## src/rtl/serial_subtractor_12bits.sv

```systemverilog
// rtl/serial_subtractor_12bits.sv - bit-serial A - B - Bin subtractor, LSB first, one bit per clock
module serial_subtractor_12bits #(
    parameter int WIDTH = 12
) (
    input  logic             clk,
    input  logic             rst,
    input  logic             start,
    input  logic [WIDTH-1:0] A,
    input  logic [WIDTH-1:0] B,
    input  logic             Bin,
    output logic             busy,
    output logic             done,
    output logic [WIDTH-1:0] D,
    output logic             Bo,
    output logic             V
);

    localparam int CW = (WIDTH > 1) ? $clog2(WIDTH) : 1;

    typedef enum logic [1:0] {
        IDLE  = 2'd0,
        SHIFT = 2'd1,
        DONE  = 2'd2
    } state_t;

    state_t           state_q, state_d;
    logic [CW-1:0]    cnt_q, cnt_d;
    logic [WIDTH-1:0] a_q, a_d;
    logic [WIDTH-1:0] b_q, b_d;
    logic [WIDTH-1:0] dsh_q, dsh_d;
    logic [WIDTH-1:0] d_q, d_d;
    logic             borrow_q, borrow_d;
    logic             bo_q, bo_d;
    logic             v_q, v_d;
    logic             busy_q, busy_d;
    logic             done_q, done_d;

    logic             a_bit, b_bit, d_bit, borrow_nxt;
    logic [WIDTH-1:0] d_full;

    // Operands stay put; the counter selects the bit, so the MSBs remain available for V.
    always_comb begin
        a_bit      = a_q[cnt_q];
        b_bit      = b_q[cnt_q];
        d_bit      = a_bit ^ b_bit ^ borrow_q;
        borrow_nxt = (~a_bit & b_bit) | (~(a_bit ^ b_bit) & borrow_q);
        d_full     = {d_bit, dsh_q[WIDTH-1:1]};
    end

    always_comb begin
        state_d  = state_q;
        cnt_d    = cnt_q;
        a_d      = a_q;
        b_d      = b_q;
        dsh_d    = dsh_q;
        d_d      = d_q;
        borrow_d = borrow_q;
        bo_d     = bo_q;
        v_d      = v_q;
        busy_d   = 1'b0;
        done_d   = 1'b0;

        case (state_q)
            IDLE, DONE: begin
                if (start) begin
                    a_d      = A;
                    b_d      = B;
                    borrow_d = Bin;
                    cnt_d    = '0;
                    dsh_d    = '0;
                    busy_d   = 1'b1;
                    state_d  = SHIFT;
                end else begin
                    state_d = IDLE;
                end
            end
            SHIFT: begin
                dsh_d    = d_full;
                borrow_d = borrow_nxt;
                if (cnt_q == CW'(WIDTH - 1)) begin
                    d_d     = d_full;
                    bo_d    = borrow_nxt;
                    v_d     = (a_q[WIDTH-1] != b_q[WIDTH-1]) && (d_bit != a_q[WIDTH-1]);
                    done_d  = 1'b1;
                    state_d = DONE;
                end else begin
                    cnt_d  = cnt_q + 1'b1;
                    busy_d = 1'b1;
                end
            end
            default: state_d = IDLE;
        endcase
    end

    always_ff @(posedge clk) begin
        if (rst) begin
            state_q  <= IDLE;
            cnt_q    <= '0;
            a_q      <= '0;
            b_q      <= '0;
            dsh_q    <= '0;
            d_q      <= '0;
            borrow_q <= 1'b0;
            bo_q     <= 1'b0;
            v_q      <= 1'b0;
            busy_q   <= 1'b0;
            done_q   <= 1'b0;
        end else begin
            state_q  <= state_d;
            cnt_q    <= cnt_d;
            a_q      <= a_d;
            b_q      <= b_d;
            dsh_q    <= dsh_d;
            d_q      <= d_d;
            borrow_q <= borrow_d;
            bo_q     <= bo_d;
            v_q      <= v_d;
            busy_q   <= busy_d;
            done_q   <= done_d;
        end
    end

    assign busy = busy_q;
    assign done = done_q;
    assign D    = d_q;
    assign Bo   = bo_q;
    assign V    = v_q;

endmodule

```

## config.mk

```make
export PLATFORM = sky130hd
export DESIGN_NAME = serial_subtractor_12bits
export DESIGN_NICKNAME = d
export VERILOG_FILES = /design/src/rtl/serial_subtractor_12bits.sv
export SDC_FILE = /design/constraint.sdc
export NUM_CORES = 1
export LEC_CHECK = 0
export CAP_MARGIN = 20
export CORE_ASPECT_RATIO = 1.2
export CORE_MARGIN = 2
export CORE_UTILIZATION = 50
export DETAILED_ROUTE_END_ITERATION = 12
export HOLD_SLACK_MARGIN = 0.1
export PLACE_DENSITY = 0.81
export SLEW_MARGIN = 20
export SYNTH_ARGS = -nofsm -noshare
export SYNTH_HDL_FRONTEND = slang
export SYNTH_SLANG_ARGS = --single-unit
```

## constraint.sdc

```tcl
create_clock -name clk -period 3.24 [get_ports clk]
set_clock_uncertainty 0.05 [all_clocks]
set_input_delay 0.972 -clock clk [delete_from_list [all_inputs] [get_ports clk]]
set_output_delay 0.972 -clock clk [all_outputs]
set_load 0.005 [all_outputs]
```

==> impl_metrics.env, run 1 <==
export IMPL_leakagePower_nw=1.03
export IMPL_yosys_warnings=0
export IMPL_syn_avg_cell_area_sq_um=8.47
export IMPL_cp_required_ns=3.39
export IMPL_crit_slowest_cell="mux4_2"
export IMPL_area_growth_pct=26.5
export IMPL_min_to="a_q[2]$_SDFFE_PP0P_"
export IMPL_synth_compound_area_frac=0.178
export IMPL_hold_violations=0
export IMPL_wl_mm=4.87
export IMPL_synth_top_family_by_area="simple AND/OR/NAND/NOR gates"
export IMPL_die_area_sq_um=5330
export IMPL_synth_async_reset_ratio=0
export IMPL_synth_xor_area_frac=0
export IMPL_cts_tree="yes"
export IMPL_fin_crit_sh=0.850
export IMPL_clockBufferDepth=2
export IMPL_ir_worst_vdd_uv=276
export IMPL_viasPerCell=5.31
export IMPL_synth_cell_types=33
export IMPL_ant_nets=0
export IMPL_synthSimpleGateAreaFrac=0.213
export IMPL_grt_pass1_vias=1958
export IMPL_cts_sinks=58
export IMPL_rsz0062_at_grt="no"
export IMPL_synth_edf_count=0
export IMPL_status="completed"
export IMPL_worstSetupStartpointType="register"
export IMPL_cts_htree_levels=3
export IMPL_die_width_microns=67.0
export IMPL_crit_reg2reg_launch="cnt_q[0]$_SDFFE_PP0P_"
export IMPL_cpPeakStageDelay_ns=0.51
export IMPL_r2r_cells=7
export IMPL_path_clk_slew_ns=0.06
export IMPL_synth_area_mux_share=0.0594
export IMPL_portBuffers=43
export IMPL_post_cts_resized=0
export IMPL_dp_hpwl_mm=3.35
export IMPL_fin_area_sq_um=3010
export IMPL_hold_class="register to register"
export IMPL_synthCells=281
export IMPL_hold_start="a_q[2]$_SDFFE_PP0P_"
export IMPL_numCtsBuffers=9
export IMPL_drive_above_1_share=0.0836
export IMPL_first_pass_iters=4
export IMPL_grt_usage=0.215
export IMPL_antenna_found_initial=0
export IMPL_synthAdderAreaFrac=0.0137
export IMPL_crit_chain="buf_4 > mux4_2 > a32o_1 > fa_1 > and3b_1 > a2111oi_0 > nor3_1"
export IMPL_start_util=0.518
export IMPL_ioPinCount=44
export IMPL_grt_first_pass_wirelength_mm=8.74
export IMPL_relSlewSlack=0.534
export IMPL_die_h_microns=79.6
export IMPL_setup_violations=0
export IMPL_tightestPinTransition_ns=0.699
export IMPL_synthesis_nets=311
export IMPL_crit_type="register to register"
export IMPL_cp_end_kind="register"
export IMPL_rrSetupSlack_ns=0.49
export IMPL_setup_tns_ns=0
export IMPL_synth_seq_area_share=0.488
export IMPL_synth_seq_cells=58
export IMPL_slew_violations=0
export IMPL_holdBufCountCts=0
export IMPL_drc=0
export IMPL_synth_main_ff_cell="dfxtp_1"
export IMPL_arrival_ns=2.91
export IMPL_r2r_end="V$_SDFFE_PP0P_"
export IMPL_place_gp_congestion=0.781
export IMPL_syn_cell_area_sq_um=2380
export IMPL_utilization=0.655
export IMPL_core_area_sq_um=4590
export IMPL_fin_crit_ns=2.75
export IMPL_diodes=0
export IMPL_hold_depth=2
export IMPL_grt_max_degree=36
export IMPL_wl_per_cell_microns=12.8
export IMPL_rows=27
export IMPL_dr_total_vias=2023
export IMPL_powerDensity_nw_per_um2=500
export IMPL_clock_latency_ns=0.33
export IMPL_crit_family="compound AO/OA/AOI/OAI gates"
export IMPL_cts_root_buf="clkbuf_8"
export IMPL_cp_max_fo=10
export IMPL_placed_area_sq_um=2830
export IMPL_worst_path_buf_inv=1
export IMPL_max_cap_violations=0
export IMPL_finalNetCount=348
export IMPL_drt_iter0_markers=165
export IMPL_fmax_mhz=363
export IMPL_grt_overflow_total=0
export IMPL_postCtsSetupBuffers=0
==> cells in the mapped netlist (2+ instances only) <==
master,count,share of area
or2_0,2,0.0053
clkbuf_1,14,0.022
nor2_1,2,0.0032
nand3b_1,4,0.013
a21oi_1,52,0.11
nand3_1,25,0.053
and3b_1,3,0.011
a31oi_1,2,0.0053
nor3_1,3,0.0063
dfxtp_1,58,0.49
o21ai_1,9,0.019
nand2b_1,3,0.0079
o21ai_0,4,0.0084
nand2_1,60,0.095
a311oi_1,2,0.0074
buf_2,10,0.021
o211ai_1,2,0.0063
mux4_2,4,0.038
nor2b_1,5,0.013
mux2i_1,4,0.017
==> worst max path at each step <==
stage,startpoint,slack (ns),end,depth (start not counted)
after global routing,cnt_q[0]$_SDFFE_PP0P_,0.32,V$_SDFFE_PP0P_,7
after detailed placement,cnt_q[0]$_SDFFE_PP0P_,0.44,V$_SDFFE_PP0P_,7
after floorplan,cnt_q[0]$_SDFFE_PP0P_,0.65,V$_SDFFE_PP0P_,7
after CTS,cnt_q[0]$_SDFFE_PP0P_,0.45,V$_SDFFE_PP0P_,7
after global placement,cnt_q[0]$_SDFFE_PP0P_,0.55,V$_SDFFE_PP0P_,7
final,cnt_q[0]$_SDFFE_PP0P_,0.49,V$_SDFFE_PP0P_,7
==> state kept, by name, summed over array words and instances, names as in the netlist <==
register,count
Bo,1
D,12
V,1
a_q,12
b_q,12
borrow_q,1
busy,1
cnt_q,4
done,1
dsh_q,11
state_q,2
==> where the power goes <==
part,switching [mW],internal (mW),leakage (nW)
Combinational,0.0715,0.0748,0.464
Clock,0.265,0.338,0.0965
Sequential,0.0170,0.737,0.472
Total,0.354,1.15,1.03
==> final cells by class <==
type                            instances  area (sq um)
Timing Repair Buffer                   51           485
Inverter                                1          3.75
Clock inverter                          2          10.0
Fill cell                             410          1580
Sequential cell                        58          1160
Multi-Input combinational cell        197          1100
Tap cell                               58          72.6
Clock buffer                           14           173
==> cells in the final DEF, fill, tap and decap left out, types with 3 or more instances in the layout <==
cell,instances
buf_4,8
o21ai_0,4
nand3b_1,4
clkbuf_8,12
a21oi_1,52
mux2i_1,4
o21ai_1,9
nor2b_1,5
nand2b_1,3
dfxtp_1,58
nand2_1,60
mux4_2,4
and3b_1,3
nand3_1,25
nor3_1,3
clkdlybuf4s50_1,42
==> cell families after synthesis <==
group / count (synthesis)
simple gates: 109
compound gates: 77
flops: 58
buf+inv: 26
mux: 9
fa+ha+maj: 2
==> per-stage QoR <==
stage	hold slack, ns	setup slack, ns	instances	power [mW]
2_1_floorplan	0.383	0.645	281	0.858
3_3_place_gp	0.395	0.553	365	0.914
3_5_place_dp	0.396	0.444	365	0.917
4_1_cts	0.404	0.448	381	1.51
5_1_grt	0.430	0.320	381	1.57
6_report	0.404	0.486	381	1.50
==> layer usage <==
| metal | track usage | part of all wire | vias to the layer above |
|---|---|---|---|
| met4 | 0.0796 | 0.022 | 0 |
| met1 | 0.251 | 0.43 | 910 |
| li1 | - | - | 1055 |
| met2 | 0.372 | 0.50 | 49 |
| met3 | 0.0592 | 0.043 | 9 |
| met5 | 0 | 0 | - |
==> worst register-to-register path, cell delays in order, from the launching register on <==
cell and delay (ns):
dfxtp_1 0.43, buf_4 0.23, mux4_2 0.51, a32o_1 0.24, fa_1 0.50, and3b_1 0.20, a2111oi_0 0.38, nor3_1 0.09
(Power assumes the default switching activity.)
==> run 2, diff against run 1 <==
==> constraint.sdc (replaced) <==
create_clock -name clk -period 3.24 [get_ports clk]
set_clock_uncertainty 0.05 [all_clocks]
set_input_delay 0.972 -clock clk [delete_from_list [all_inputs] [get_ports clk]]
set_output_delay 0.972 -clock clk [all_outputs]
set_load 0.1 [all_outputs]
==> run 2 against run 1 <==
Net effect:
- combinational power rose by 6%
- cell area is 1.1% lower
- count of clock-buffer cells in the layout did not move
- register-to-register slack worse by 0.13 ns
- worst setup slack got worse by 0.13 ns
- largest power group unchanged
- sequential power about the same
- sequential cell count did not move
- die area unchanged
- clock power barely moved
==> impl_metrics.env, run 2 (synthesized netlist as in run 1, its figures left out) <==
export IMPL_status="completed"
export IMPL_final_cell_mix="60 x nand2_1, 58 x dfxtp_1, 52 x a21oi_1"
export IMPL_rows=27
export IMPL_max_cap_violations=0
export IMPL_crit_type="register to register"
export IMPL_clock_latency_ns=0.33
export IMPL_ant_nets=0
export IMPL_numCtsBuffers=9
export IMPL_cts_root_buf="clkbuf_8"
export IMPL_clockBufferDepth=2
export IMPL_holdBufCountCts=0
export IMPL_fin_crit_ns=2.88
export IMPL_hold_class="register to register"
export IMPL_rsz0062_at_grt="no"
export IMPL_dp_hpwl_mm=3.49
export IMPL_area_growth_pct=25.1
export IMPL_hold_depth=2
export IMPL_powerDensity_nw_per_um2=508
export IMPL_arrival_ns=3.02
export IMPL_ir_worst_vdd_uv=355
export IMPL_cts_tree="yes"
export IMPL_placed_area_sq_um=2800
export IMPL_leakagePower_nw=1.07
export IMPL_r2r_cells=7
export IMPL_register_area_sq_um=1160
export IMPL_grt_overflow_total=0
export IMPL_fin_crit_sh=0.890
export IMPL_worstSetupStartpointType="register"
export IMPL_fin_area_sq_um=2980
export IMPL_die_area_sq_um=5330
export IMPL_drive_above_1_share=0.136
export IMPL_portBuffers=43
export IMPL_multi_input_area_sq_um=1100
export IMPL_drt_iter0_markers=147
export IMPL_setup_tns_ns=0
export IMPL_grt_max_degree=45
export IMPL_post_cts_resized=0
export IMPL_viasPerCell=5.45
export IMPL_path_clk_slew_ns=0.06
export IMPL_grt_first_pass_wirelength_mm=8.34
export IMPL_cts_sinks=58
export IMPL_cp_required_ns=3.38
export IMPL_final_common_cell="nand2_1"
export IMPL_cts_htree_levels=3
export IMPL_die_h_microns=79.6
export IMPL_place_gp_congestion=0.784
export IMPL_slew_violations=0
export IMPL_fmax_mhz=347
export IMPL_dr_total_vias=2082
export IMPL_finalNetCount=349
export IMPL_wl_mm=5.03
export IMPL_postCtsSetupBuffers=0
export IMPL_place_ws_ns=0.339
export IMPL_hold_violations=0
export IMPL_tightestPinTransition_ns=0.779
export IMPL_ioPinCount=44
export IMPL_num_fill_cells=416
export IMPL_relSlewSlack=0.481
export IMPL_wl_per_cell_microns=13.2
export IMPL_diodes=0
export IMPL_grt_usage=0.210
export IMPL_cp_max_fo=6
export IMPL_setup_violations=0
export IMPL_die_width_microns=67.0
export IMPL_drc=0
export IMPL_core_area_sq_um=4590
export IMPL_power_mw=1.51
export IMPL_cp_end_kind="register"
export IMPL_start_util=0.518
export IMPL_antenna_found_initial=0
export IMPL_setup_slack_ns=0.357
export IMPL_holdWs_ns=0.404
export IMPL_grt_pass1_vias=1923
export IMPL_first_pass_iters=4
[run 2: cell count changes in the layout (fill, tap and decap cells not counted), sizes merged]
cell | before | now
clkdlybuf4s50 | 42 | 26
buf | 9 | 26
[run 2: power by group]
part           total (mW)  switching, mW  internal [mW]
logic               0.155         0.0798         0.0753
clock network       0.601          0.264          0.338
registers           0.756         0.0182          0.737
[run 2: final cells by class]
cell class,instances,area share
clock buffers,14,0.0580
clock inverters,2,0.00336
inverters,1,0.00126
multi-input cells,197,0.371
flip-flops and latches,58,0.390
well taps,58,0.0244
repair buffers,52,0.152
[run 2: worst paths after layout]
kind / startpoint / end / slack [ns]
min reg2reg: b_q[1]$_SDFFE_PP0P_ / b_q[1]$_SDFFE_PP0P_ / 0.40
min: b_q[1]$_SDFFE_PP0P_ / b_q[1]$_SDFFE_PP0P_ / 0.40
max: cnt_q[0]$_SDFFE_PP0P_ / V$_SDFFE_PP0P_ / 0.36
max reg2reg: cnt_q[0]$_SDFFE_PP0P_ / V$_SDFFE_PP0P_ / 0.36
[run 2: critical path: stages, from the launching register on]
cell and delay, ns:
dfxtp_1 0.52, mux4_2 0.55, or2_0 0.22, a32o_1 0.24
fa_1 0.50, and3b_1 0.20, a2111oi_0 0.39, nor3_1 0.08
[run 2: through the flow]
step,std cells,util
2_1_floorplan,281,-
3_3_place_gp,366,0.608
3_5_place_dp,366,0.608
4_1_cts,382,0.648
5_1_grt,382,0.648
6_report,382,0.648
[run 2: per-layer routing]
metal  share of wire  global-route usage  routed length (microns)  vias up
li1                -                   -                        -     1056
met1            0.43               0.239                     2150      953
met2            0.50               0.347                     2500       59
met3           0.048              0.0621                      242       14
met4           0.027               0.116                      138        0
met5               0                   0                        0        -
